$ cat src/rtl/serial_adder_pkg.sv
// serial_adder_pkg: shared state encodings and sizing helper for the serial adder
package serial_adder_pkg;

  typedef enum logic [1:0] {
    IDLE = 2'd0,
    CALC = 2'd1,
    DONE = 2'd2
  } state_e;

  function automatic int clog2(input int v);
    int r;
    r = 0;
    while ((1 << r) < v) r++;
    return r;
  endfunction

endpackage

$ cat src/rtl/adder_digit.sv
// adder_digit: combinational DIGIT-bit ripple adder exposing the carry into its top bit
module adder_digit
  import serial_adder_pkg::*;
#(
  parameter int DIGIT = 1
) (
  input  logic [DIGIT-1:0] x,
  input  logic [DIGIT-1:0] y,
  input  logic             ci,
  output logic [DIGIT-1:0] s,
  output logic             co,
  output logic             ct
);

  logic [DIGIT:0] c;

  // ripple the carry through each bit of the digit
  always_comb begin
    c    = '0;
    s    = '0;
    c[0] = ci;
    for (int i = 0; i < DIGIT; i++) begin
      s[i]   = x[i] ^ y[i] ^ c[i];
      c[i+1] = (x[i] & y[i]) | (c[i] & (x[i] ^ y[i]));
    end
  end

  assign co = c[DIGIT];
  assign ct = c[DIGIT-1];

endmodule

$ cat src/rtl/serial_adder.sv
// serial_adder: digit-serial adder/subtractor, LSB first; SERIAL_ADDER_OVF_EN adds a signed overflow output
module serial_adder
  import serial_adder_pkg::*;
#(
  parameter int WIDTH = 8,
  parameter int DIGIT = 1
) (
  input  logic             clk,
  input  logic             rst,
  input  logic             in_valid,
  output logic             in_ready,
  input  logic [WIDTH-1:0] a,
  input  logic [WIDTH-1:0] b,
  input  logic             carry_in,
  input  logic             sub,
  output logic             out_valid,
  input  logic             out_ready,
  output logic [WIDTH-1:0] sum,
  output logic             carry_out,
  output logic             busy
`ifdef SERIAL_ADDER_OVF_EN
  ,
  output logic             overflow
`endif
);

  localparam int N  = WIDTH / DIGIT;
  localparam int CW = (clog2(N) > 0) ? clog2(N) : 1;

  if ((WIDTH % DIGIT) != 0 || WIDTH < 2) begin : g_bad_cfg
    $error("serial_adder: WIDTH must be >= 2 and a multiple of DIGIT");
  end

  state_e           state_q;
  logic [WIDTH-1:0] a_q, b_q, sum_q, sum_d;
  logic [CW-1:0]    cnt_q;
  logic             c_q, co_q, ov_q, out_valid_q, busy_q;
  logic [DIGIT-1:0] s;
  logic             co, ct;
  logic             last;

  adder_digit #(.DIGIT(DIGIT)) u_digit (
    .x (a_q[DIGIT-1:0]),
    .y (b_q[DIGIT-1:0]),
    .ci(c_q),
    .s (s),
    .co(co),
`ifdef SERIAL_ADDER_OVF_EN
    .ct(ct)
`else
    .ct()
`endif
  );

  if (N == 1) begin : g_one
    assign sum_d = s;
  end else begin : g_many
    assign sum_d = {s, sum_q[WIDTH-1:DIGIT]};
  end

  assign last      = cnt_q == CW'(N - 1);
  assign in_ready  = (state_q == IDLE) && !rst;
  assign out_valid = out_valid_q;
  assign busy      = busy_q;
  assign sum       = sum_q;
  assign carry_out = co_q;

  // control FSM, operand shift registers, digit counter and registered outputs
  always_ff @(posedge clk) begin
    if (rst) begin
      state_q     <= IDLE;
      a_q         <= '0;
      b_q         <= '0;
      sum_q       <= '0;
      cnt_q       <= '0;
      c_q         <= 1'b0;
      co_q        <= 1'b0;
      ov_q        <= 1'b0;
      out_valid_q <= 1'b0;
      busy_q      <= 1'b0;
    end else begin
      case (state_q)
        IDLE: if (in_valid) begin
          a_q     <= a;
          b_q     <= sub ? ~b : b;
          c_q     <= carry_in ^ sub;
          cnt_q   <= '0;
          busy_q  <= 1'b1;
          state_q <= CALC;
        end
        CALC: begin
          a_q   <= a_q >> DIGIT;
          b_q   <= b_q >> DIGIT;
          sum_q <= sum_d;
          c_q   <= co;
          cnt_q <= cnt_q + CW'(1);
          if (last) begin
            co_q        <= co;
            ov_q        <= ct ^ co;
            out_valid_q <= 1'b1;
            state_q     <= DONE;
          end
        end
        DONE: if (out_ready) begin
          out_valid_q <= 1'b0;
          busy_q      <= 1'b0;
          state_q     <= IDLE;
        end
        default: state_q <= IDLE;
      endcase
    end
  end

`ifdef SERIAL_ADDER_OVF_EN
  assign overflow = ov_q;
`else
  logic unused_ov;
  assign unused_ov = ov_q;
`endif

endmodule

$ cat config.mk
export PLATFORM = sky130hd
export DESIGN_NAME = serial_adder
export DESIGN_NICKNAME = d
export VERILOG_FILES = /design/src/rtl/serial_adder_pkg.sv /design/src/rtl/adder_digit.sv /design/src/rtl/serial_adder.sv
export SDC_FILE = /design/constraint.sdc
export NUM_CORES = 1
export LEC_CHECK = 0
export ABC_AREA = 1
export CELL_PAD_IN_SITES_DETAIL_PLACEMENT = 0
export CELL_PAD_IN_SITES_GLOBAL_PLACEMENT = 2
export CORE_MARGIN = 1
export CORE_UTILIZATION = 29
export CTS_CLUSTER_SIZE = 28
export DETAILED_ROUTE_END_ITERATION = 7
export GPL_TIMING_DRIVEN = 1
export PLACE_DENSITY = 0.88
export SLEW_MARGIN = 20
export SYNTH_ARGS = -nofsm -noshare
export SYNTH_HDL_FRONTEND = slang
export SYNTH_HIERARCHICAL = 1
export SYNTH_SLANG_ARGS = --single-unit
$ cat constraint.sdc
create_clock -name clk -period 2.55 [get_ports clk]
set_clock_uncertainty 0.05 [all_clocks]
set_input_delay 0.51 -clock clk [delete_from_list [all_inputs] [get_ports clk]]
set_output_delay 0.51 -clock clk [all_outputs]
set_load 0.01 [all_outputs]
; ---- Word-level counts from Yosys, hierarchy flattened
; Index checks and enable logic that the tools add are counted.
[op_classes]
addsub = 1
eq_ne = 6
muxes = 18
n_bitwise = 7
n_reduce_logical = 11
[ops]
columns = operator, n
row1 = $pmux W8 S2, 2
row2 = $mux W8, 3
row3 = $reduce_and A3 Y1, 3
row4 = $not A8 Y8, 1
row5 = $mux W2, 3
row6 = $ne A2 B2 Y1 const B, 3
row7 = $pmux W1 S2, 3
row8 = $pmux W2 S3, 1
row9 = $pmux W3 S2, 1
row10 = $reduce_bool A2 Y1, 3
row11 = $mux W1, 4
row12 = $reduce_and A2 Y1, 2
row13 = $add A3 B1 Y3 const B, 1
row14 = $eq A3 B3 Y1 const B, 1
row15 = $mux W3, 1
row16 = $xor A1 B1 Y1, 3
row17 = $and A1 B1 Y1, 2
row18 = $eq A2 B1 Y1 const B, 1
row19 = $eq A2 B2 Y1 const B, 1
row20 = $logic_not A2 Y1, 1
row21 = $logic_and A1 B1 Y1, 1
row22 = $logic_not A1 Y1, 1
row23 = $or A1 B1 Y1, 1
[word_totals]
ff_bits = 33
inputBits = 22
out_inout_bits = 12
elab_cells = 52

; ---- Logic depth before layout (Yosys ltp)
; Gate-level depths: netlist (run 1).
[depth]
word_depth = 4
depth_mapped = 8
depth_no_buf = 7

; ---- Modules after synthesis
; Netlist (run 1), hierarchy kept.
[by_module_without_submodules]
columns = mod, instances, cells_each, area_per_inst_um2
row1 = serial_adder, 1, 238, 1562.7
row2 = adder_digit, 1, 2, 27.5

; ---- Worst setup path after synthesis (run 1)
; No wires, ideal clock.
[synth_timing]
path_kind = input to output
from = in rst
to = out in_ready
t_arrival_ns = 0.845
required_time_ns = 1.990
setup_slack_ns = 1.145
cell_stages = 2
path_buffers = 1
cell_sequence = buf_2 -> nor2_1
[synth_between]
elab_chain_len = 2
[synth_lines]
columns = element, line
row1 = start: declaration, serial_adder.sv:9  ; input logic rst,
row2 = $logic_not A1 Y1, serial_adder.sv:62  ; assign in_ready = (state_q == IDLE) && !rst;
row3 = $logic_and A1 B1 Y1, serial_adder.sv:62
row4 = end: declaration, serial_adder.sv:11  ; output logic in_ready,
; No other way between the ends.

; ---- Worst setup path in the final report (run 1)
; Same ends and word-level chain as after synthesis.

==> results.toml, run 1 <==
[clocking]
cts_made_buffers = 5
cts_tree = "done"
cts_hold_buf = 0
cts.sink_count = 33
clock-root-buffer = "clkbuf_8"
clock_latency_ns = 0.27
postCtsResizedCells = 0
post-cts-setup-buffers = 0
htreeDepth = 2
cts.reportedPaths.clkPinSlew_ns = 0.07
clockBufferDepth = 2

[floorplanning]
dieHeight_um = 75.9
fp.dieArea_mm2 = 0.00576
core_area_mm2 = 0.00517
die_x_um = 75.9
start_util_pct = 30.6
io_pins = 34
rows = 26

[timing]
setup_viol = 0
max_freq_mhz = 467
tns_ns = 0
whs_ns = 0.416
rsz0062_at_grt = "no"
hold_viol = 0
fin_crit_sh_pct = 84.0
slew_violations = 0
max_slew_margin_pct = 65.6
tightest_slew_ns = 0.515
min_period_ns = 2.14

[hold_path]
holdCritPathClass = "reg2reg"

[detailed_routing]
drc_errors = 0
avgViaCountPerCell = 4.27
dr.pass1.iters = 4
routedWlPerCell_um = 9.72
wirelength_um = 3330
drt_iter0_markers = 78
antenna_left = 0
vias = 1465

[final_layout]
area_delta_synth_final_pct = 29.1
final_layout_size_suffix_gt1_share_pct = 7.33
num_antenna_cells = 0
finalNonFillerCells = 343
fin_nets = 297

[power]
p_total_mw = 1.16
vdd_drop_max_mv = 0.265
power.density_mw_per_mm2 = 567
leakage_nw = 0.985

[setup_path]
arrival_ns = 1.58
required_ns = 1.99
setup.worst_path.end_class = "output pin"
crit_path_start_kind = "input pin"
worstPathMaxFanout = 2
critPathKind = "in2out"

[global_route]
grt_max_degree = 30
grt.total_usage_pct = 13.2
grt_overflow = 0
grt_pass1_wl_um = 5710
grt_pass1_vias = 1351
antenna_found_initial = 0

[placement]
globalplace.congestion = 0.714
numPortBuffers = 33
dpl.hpwl_um = 2340
dpl.cell_count = 335

[logic_synthesis]
synthesis.nets = 264
synth_area_mm2 = 0.00158
syn_avg_cell_area_um2 = 6.62
synthCells = 239
yosysWarningCount = 6

[outcome]
status = "completed"

[job]
drv_cap = 0
-- path summary, 6_finish.rpt --
path	from	endpoint	slack (ns)	cells past startpoint
setup reg to reg	state_q[0]$_SDFFE_PP0P_	carry_out$_SDFFE_PP0P_	1.08	5
hold reg to reg	cnt_q[0]$_SDFFE_PP0P_	cnt_q[0]$_SDFFE_PP0P_	0.42	1
setup / recovery	rst	in_ready	0.41	3
hold / removal	cnt_q[0]$_SDFFE_PP0P_	cnt_q[0]$_SDFFE_PP0P_	0.42	1
-- per-stage QoR --
stage	utilization (%)	setup slack [ns]	area, um^2
after detailed placement	37.9	0.394	1960
final	39.5	0.407	2040
after global routing	39.5	0.348	2040
after floorplan	-	1.14	1580
after global placement	37.9	0.403	1960
after CTS	39.5	0.385	2040
-- layer usage --
metal,track usage (%),share of wire [%]
met5,0,0
met4,4.32,1.3
met2,22.8,46
met3,3.57,3.4
met1,16.0,49
-- registers in the layout, summed over array words and instances, names as in the netlist --
register,flops
a_q,8
b_q,8
busy,1
c_q,1
carry_out,1
cnt_q,3
out_valid,1
state_q,2
sum,8
-- final cells by class --
class,instances,area (um^2)
Fill cell,557,3130
Multi-Input combinational cell,169,742
Sequential cell,33,661
Timing Repair Buffer,37,373
Inverter,26,97.6
Tap cell,70,87.6
Clock buffer,6,72.6
Clock inverter,2,10.0
-- report_power, final --
group	switching [mW]	internal, mW	leakage, nW
clock network	0.179	0.189	0.0450
registers	0.0217	0.554	0.271
logic	0.113	0.103	0.669
total	0.313	0.846	0.985
-- cells in the final DEF (no fill, tap or decap) --
master / instances
o21ai_0: 18
buf_12: 1
clkinv_2: 2
fa_1: 1
buf_4: 3
nor2_1: 34
nand3_1: 10
dfxtp_1: 33
clkdlybuf4s50_1: 33
nor2_2: 1
nand2_2: 2
clkbuf_1: 1
o21ai_1: 1
clkbuf_8: 5
a21oi_1: 7
inv_1: 23
inv_2: 3
nand2_1: 89
o21a_1: 1
nand2_4: 1
ha_1: 2
a21oi_2: 2
-- critical path, cell delays in order --
cell and delay, ns:
clkdlybuf4s50_1 0.42, nor2_1 0.11, clkdlybuf4s50_1 0.54
Power figures use the tool's default switching activity.
==> inputs of run 2 (changes only) <==
CORE_UTILIZATION = 24   (was 29)
PLACE_DENSITY = 0.78   (was 0.88)
clock period = 1.9 ns   (was 2.55 ns; I/O delays follow)
==> results.toml, run 2 (synthesis results as in run 1) <==
[global_route]
antenna_found_initial = 0
grt_overflow = 0
grt_max_degree = 18
grt.total_usage_pct = 11.2
grt_pass1_vias = 1371
grt_pass1_wl_um = 6130

[timing]
max_slew_margin_pct = 78.6
setup_viol = 0
min_period_ns = 1.62
hold_viol = 0
max_freq_mhz = 618
slew_violations = 0
worst_slack_ns = 0.282
rsz0062_at_grt = "no"
fin_crit_sh_pct = 85.1
tns_ns = 0
tightest_slew_ns = 0.319

[placement]
dpl.hpwl_um = 2510
dp_slack_ns = 0.0212
globalplace.congestion = 0.691
numPortBuffers = 33
dpl.cell_count = 348
placed_area_mm2 = 0.00200

[power]
p_switching_mw = 0.432
vdd_drop_max_mv = 0.310
leakage_nw = 1.03
power_frac_seq_pct = 46.8
comb_power_share_pct = 18.3
power.density_mw_per_mm2 = 783
internal_power_mw = 1.22
p_total_mw = 1.65
p_clk_share_pct = 34.9
p_sw_share_pct = 26.2

[clocking]
cts.sink_count = 33
cts.reportedPaths.clkPinSlew_ns = 0.07
htreeDepth = 2
clock-root-buffer = "clkbuf_8"
cts_made_buffers = 5
cts_tree = "done"
clockBufferDepth = 2
clock_latency_ns = 0.28

[detailed_routing]
avgViaCountPerCell = 4.17
antenna_left = 0
vias = 1486
drc_errors = 0
drt_iter0_markers = 90
routedWlPerCell_um = 9.83
wirelength_um = 3500
dr.pass1.iters = 4

[final_layout]
final_common_cell = "nand2_1"
num_antenna_cells = 0
area_delta_synth_final_pct = 33.0
final_layout_size_suffix_gt1_share_pct = 9.68
layout_common_cells = "nand2_1 (89), nor2_1 (34), dfxtp_1 (33)"
stdcell_area_mm2 = 0.00211
finalNonFillerCells = 356
fin_nets = 303

[floorplanning]
rows = 29
die_x_um = 83.2
core_area_mm2 = 0.00635
dieHeight_um = 83.2
fp.dieArea_mm2 = 0.00692
start_util_pct = 24.9
io_pins = 34

[setup_path]
critPathBufInv = 1
crit_chain = "clkdlybuf4s50_1"
critPathKind = "reg2out"
crit_family = "buffers and inverters"
arrival_ns = 1.19
worstPathMaxFanout = 3
crit_path_top_delay_cell = "clkdlybuf4s50_1"
critPathMaxStageDelay_ns = 0.54
crit_path_start_kind = "flop"
required_ns = 1.47
setup.worst_path.end_class = "output pin"

[outcome]
status = "completed"

[hold_path]
holdCritPathClass = "reg2reg"

[job]
drv_cap = 0
[run 2: worst paths after layout]
| check | from | to | slack [ns] | cells after the start |
|---|---|---|---|---|
| worst max-delay path | sum[3]$_SDFFE_PP0P_ | sum[3] | 0.28 | 1 |
| worst min-delay path | cnt_q[0]$_SDFFE_PP0P_ | cnt_q[0]$_SDFFE_PP0P_ | 0.41 | 1 |
| worst max register to register | state_q[0]$_SDFFE_PP0P_ | a_q[4]$_SDFFE_PP0P_ | 0.55 | 7 |
| worst min register to register | cnt_q[0]$_SDFFE_PP0P_ | cnt_q[0]$_SDFFE_PP0P_ | 0.41 | 1 |
[run 2: final cells by class]
type                       instances  area (um^2)
inverter                          26         97.6
clock buffer                       7         96.3
timing repair buffer              43          408
sequential                        33          661
clock inverter                     1         5.00
fill                             715         4240
multi-input combinational        169          742
tap                               77         96.3
[run 2: per-stage QoR]
step / utilization, % / hold slack (ns)
after floorplan: - / 0.379
after global placement: 31.5 / 0.400
after detailed placement: 31.5 / 0.399
after CTS: 33.1 / 0.407
after global routing: 33.2 / 0.434
final: 33.2 / 0.406
[run 2: per-layer routing]
| layer | up-vias | global-route usage (%) | part of all wire, % |
|---|---|---|---|
| li1 | 804 | - | - |
| met5 | - | 0 | 0 |
| met3 | 8 | 2.78 | 3.6 |
| met4 | 0 | 5.64 | 2.1 |
| met1 | 647 | 14.1 | 48 |
| met2 | 27 | 17.6 | 47 |
[run 2: timing repair]
item / in CTS / in global routing
endpoints found under the hold margin: 0 / 0
hold buffers: 0 / 0
gates resized for setup: 0 / 1
setup endpoints to repair: 0 / 1
setup buffers: 0 / 0
[run 2: power groups by stage]
| stage | Combinational, mW | Clock [mW] | Sequential [mW] |
|---|---|---|---|
| 2_1_floorplan | 0.179 | 0 | 0.790 |
| 3_3_place_gp | 0.307 | 0 | 0.788 |
| 3_5_place_dp | 0.308 | 0 | 0.788 |
| 4_1_cts | 0.309 | 0.607 | 0.772 |
| 5_1_grt | 0.347 | 0.635 | 0.779 |
| 6_report | 0.302 | 0.575 | 0.772 |
